`src/rtl/keypad_scan.sv`:
```
// keypad_scan: 4x4 matrix keypad scanner with frame debounce and one-hot key output
//   Optional feature macro: KEYSCAN_REPEAT_EN (auto-repeat strobe while a key is held)
//   clk       in   system clock
//   RSTn      in   synchronous reset, active-high
//   col       in   [3:0] column lines, active-low, asynchronous
//   row       out  [3:0] row drive, active-low, one bit low at a time
//   onehot    out  [15:0] debounced key, bit = row*4+col, 0 = no key
//   key_code  out  [3:0] binary index of the last non-zero onehot
//   key_valid out  one-cycle strobe per accepted press (and per repeat if enabled)
module keypad_scan #(
    parameter int SCAN_DIV        = 50000,
    parameter int DEBOUNCE_FRAMES = 5,
    parameter int REPEAT_FRAMES   = 125
) (
    input  logic        clk,
    input  logic        RSTn,
    input  logic [3:0]  col,
    output logic [3:0]  row,
    output logic [15:0] onehot,
    output logic [3:0]  key_code,
    output logic        key_valid
);
    localparam int CW = $clog2(SCAN_DIV);

    typedef enum logic [1:0] {R0, R1, R2, R3} state_t;

    state_t        r_state;
    logic [CW-1:0] r_cnt;
    logic [3:0]    r_sync1, r_sync2;
    logic [15:0]   r_frame, r_prev;
    logic [3:0]    r_stable;
`ifdef KEYSCAN_REPEAT_EN
    localparam int RW = $clog2(REPEAT_FRAMES + 1);
    logic [RW-1:0] r_rep;
`endif

    logic        w_slot_end, w_frame_end, w_accept;
    logic [15:0] w_full, w_cand;
    logic [4:0]  w_pop;
    logic [3:0]  w_code, w_stable_nx;

    assign w_slot_end  = r_cnt == CW'(SCAN_DIV - 1);
    assign w_frame_end = w_slot_end && r_state == R3;
    // The row-3 nibble is still being captured this cycle, so splice it in directly
    assign w_full      = {~r_sync2, r_frame[11:0]};

    always_comb begin
        w_pop  = '0;
        w_code = '0;
        for (int i = 0; i < 16; i++) begin
            w_pop = w_pop + 5'(w_full[i]);
            if (w_full[i]) w_code = 4'(i);
        end
    end

    // Multi-key frames collapse to "no key"
    assign w_cand      = (w_pop == 5'd1) ? w_full : 16'h0000;
    assign w_stable_nx = (w_cand != r_prev) ? 4'd1 :
                         (r_stable == 4'(DEBOUNCE_FRAMES)) ? r_stable : r_stable + 4'd1;
    assign w_accept    = w_stable_nx == 4'(DEBOUNCE_FRAMES) && w_cand != onehot;

    always_ff @(posedge clk) begin
        if (RSTn) begin
            r_state   <= R0;
            row       <= 4'b1110;
            r_cnt     <= '0;
            r_sync1   <= 4'hF;
            r_sync2   <= 4'hF;
            r_frame   <= '0;
            r_prev    <= '0;
            r_stable  <= '0;
            onehot    <= '0;
            key_code  <= '0;
            key_valid <= 1'b0;
`ifdef KEYSCAN_REPEAT_EN
            r_rep     <= '0;
`endif
        end else begin
            r_sync1   <= col;
            r_sync2   <= r_sync1;
            key_valid <= 1'b0;
            if (w_slot_end) begin
                r_cnt                        <= '0;
                r_frame[{r_state, 2'b00} +: 4] <= ~r_sync2;
                r_state                      <= state_t'(r_state + 2'd1);
                row                          <= {row[2:0], row[3]};
            end else begin
                r_cnt <= r_cnt + 1'b1;
            end
            if (w_frame_end) begin
                r_prev   <= w_cand;
                r_stable <= w_stable_nx;
                if (w_accept) begin
                    onehot <= w_cand;
                    if (w_cand != 16'h0000) begin
                        key_code  <= w_code;
                        key_valid <= 1'b1;
                    end
                end
`ifdef KEYSCAN_REPEAT_EN
                if (w_accept) begin
                    r_rep <= '0;
                end else if (onehot != 16'h0000) begin
                    if (r_rep == RW'(REPEAT_FRAMES - 1)) begin
                        r_rep     <= '0;
                        key_valid <= 1'b1;
                    end else begin
                        r_rep <= r_rep + 1'b1;
                    end
                end
`endif
            end
        end
    end
endmodule

```
`config.mk`:
```
export PLATFORM = sky130hd
export DESIGN_NAME = keypad_scan
export DESIGN_NICKNAME = d
export VERILOG_FILES = /design/src/rtl/keypad_scan.sv
export SDC_FILE = /design/constraint.sdc
export NUM_CORES = 1
export LEC_CHECK = 0
export ABC_AREA = 1
export BUFFER_PORTS_ARGS = -buffer_cell sky130_fd_sc_hd__buf_2
export CORE_MARGIN = 10
export CORE_UTILIZATION = 40
export CTS_BUF_LIST = sky130_fd_sc_hd__clkbuf_4
export DETAILED_ROUTE_END_ITERATION = 8
export PLACE_DENSITY_LB_ADDON = 0.1
export SLEW_MARGIN = 20
export SYNTH_ARGS = -nofsm -noshare
export SYNTH_HDL_FRONTEND = slang
export SYNTH_SLANG_ARGS = --single-unit
```
`constraint.sdc`:
```
create_clock -name clk -period 7.59 [get_ports clk]
set_clock_uncertainty 0.05 [all_clocks]
set_input_delay 0.759 -clock clk [delete_from_list [all_inputs] [get_ports clk]]
set_output_delay 0.759 -clock clk [all_outputs]
set_load 0.03 [all_outputs]
```
==> impl_metrics.ini <==
[global_routing]
antenna_found_initial = 0
grt_max_degree = 45
grtUsageTotal = 0.148
grt_overflow = 0
grt_pass1_vias = 4178
grt_pass1_wl_um = 20100

[die]
die_area_mm2 = 0.0171
die_y_um = 131
start_util = 0.408
core_area_mm2 = 0.0120
ios = 31
die_width_um = 131
rows = 40

[drt]
final_antenna_net_count = 0
wirelength_um = 11900
drtIter0Drc = 284
drc = 0
viasPerCell = 4.91
dr.pass1.iters = 5
wl_per_cell_um = 13.3
vias = 4394

[clock_network]
clkLatencyLatePin_ps = 460
clkTransAtPathRegs_ps = 130
cts_tree = built
ctsLongestPathBuffers = 2
numCtsBuffers = 9
cts.sinks = 83
cts_hold_buf = 0
cts-root-buf = clkbuf_4
cts_setup_buffers = 0
htreeDepth = 3
cts_resized = 0

[synthesis]
yosys.area.top_type = dfxtp_1
ys_types = 35
yosysWarnings = 0
yosysMostFrequentCell = nand2_1
syn_inst = 722
asyncSetResetFlopFracSynth = 0
syn_area_per_cell_um2 = 6.79
synthesis.nets = 751
synth_top_area_share = 0.339
yosysSeqAreaShare = 0.339
yosys-top-cells-count = nand2_1, inv_1, nor2_1, dfxtp_1, a21oi_1
syn-cell-area_mm2 = 0.00490
synth_top_flop_cell = dfxtp_1
synth_edf_count = 0
synth_area_leaders = dfxtp_1, nand2_1, inv_1
ys_ff_latch = 83

[worst_setup_path]
crit_path_top_delay_cell = dfxtp_1
reg2reg_setup_slack_ps = 1710
slowest_delay_ps = 530
r2r_end = onehot[3]
critPathRequiredTime_ps = 7910
r2r_cells = 26
crit_type = reg2reg
cp_top_family = adder cells
start_kind = register
path_depth = 26
crit_arrival_ps = 6190
worst-path-buf-inv = 5
rr_startpoint = r_frame[7]
end_kind = register
path_max_fanout = 44

[timing]
setup_viol = 0
tightest_slew_ps = 897
final.setup.tns_ps = 0
slew_violations = 0
period_needed_ps = 5880
fin_ws_ps = 1710
slew-limit-headroom = 0.400
period_share = 0.774
hold_viol = 0
rsz0062_at_grt = no
timing.fmax_mhz = 170

[finish]
nFillCells = 1245
final_cell_area_mm2 = 0.00527
drive_gt1_frac = 0.107
seqCellArea_mm2 = 0.00166
final_nets = 772
diodes = 0
post_layout_nonfiller_instances = 895
syn_to_final_growth_pct = 7.56
multi_input_area_mm2 = 0.00263

[place]
pre_cts_ws_ps = 1760
dp_cells = 879
io_buffers = 30
gp_congestion = 0.874
post_dp_cell_area_mm2 = 0.00511
hpwl_um = 9000

[hold_path]
holdPathEnd = r_sync2[0]
hold_depth = 1
hold_path.class = reg2reg
min_from = r_sync1[0]

[power_and_ir_drop]
powerDensity_mw_per_mm2 = 152
fin_total_pwr_mw = 0.799
irDropWorstVdd_v = 0.0000987
p_leak_nw = 2.50

[outcome]
status = finished, final reports clean

[run]
drv_cap = 0
## cells by family (layout without fill, tap and decap cells)
family	Yosys count	after routing	share of synthesized area
AOI/OAI and AO/OA	96	96	0.107
adders and majority gates	23	23	0.0740
buffers and inverters	148	174	0.125
xor gates and xnor gates	8	8	0.0143
DFF	83	83	0.339
and+or+nand+nor	364	364	0.340
## worst max-delay path by stage
stage,startpoint,to,slack [ps]
after floorplan,r_frame[7],onehot[1],2630
after global placement,r_frame[7],onehot[12],1850
after detailed placement,r_frame[7],onehot[0],1760
after CTS,r_frame[7],onehot[3],1740
after global routing,r_frame[7],onehot[3],1180
final,r_frame[7],onehot[3],1710
## stage by stage
stage / utilization / hold slack, ps
4_1_cts: 0.439 / 373
5_1_grt: 0.439 / 386
3_5_place_dp: 0.425 / 343
6_report: 0.439 / 372
3_3_place_gp: 0.425 / 341
2_1_floorplan: - / 339
## state kept, by name (all words and copies together) (netlist names)
name       count
r_sync2        4
r_sync1        4
r_cnt         16
r_stable       4
r_prev        16
row            4
onehot        16
key_valid      1
r_state        2
r_frame       12
key_code       4
## cell type report
class | instances | share of cell area
inverter | 127 | 0.0909
timing repair buffer | 31 | 0.0299
clock buffer | 10 | 0.0142
multi-input combinational | 491 | 0.498
tap | 147 | 0.0349
clock inverter | 6 | 0.0169
sequential | 83 | 0.315
## metal layers
metal	track usage	vias up	wire length (um)
met5	0	-	0
met3	0.0278	10	394
li1	-	2313	-
met4	0.0615	0	165
met2	0.233	76	5340
met1	0.196	1995	6040
## layout by cell type, fill, tap and decap left out, drive strengths merged, types with 13 or more instances in the layout
| master | instances |
|---|---|
| a21oi | 43 |
| ha | 13 |
| nand2 | 182 |
| inv | 125 |
| buf | 31 |
| nor2 | 96 |
| nand4 | 36 |
| o21ai | 41 |
| dfxtp | 83 |
| nand3 | 30 |
## power by group
group          switching, mW  total [mW]  internal [mW]
Clock                  0.166       0.304          0.138
Combinational         0.0392      0.0543         0.0151
Sequential           0.00200       0.441          0.439
Note: power is estimated with default switching activity, not from simulation.
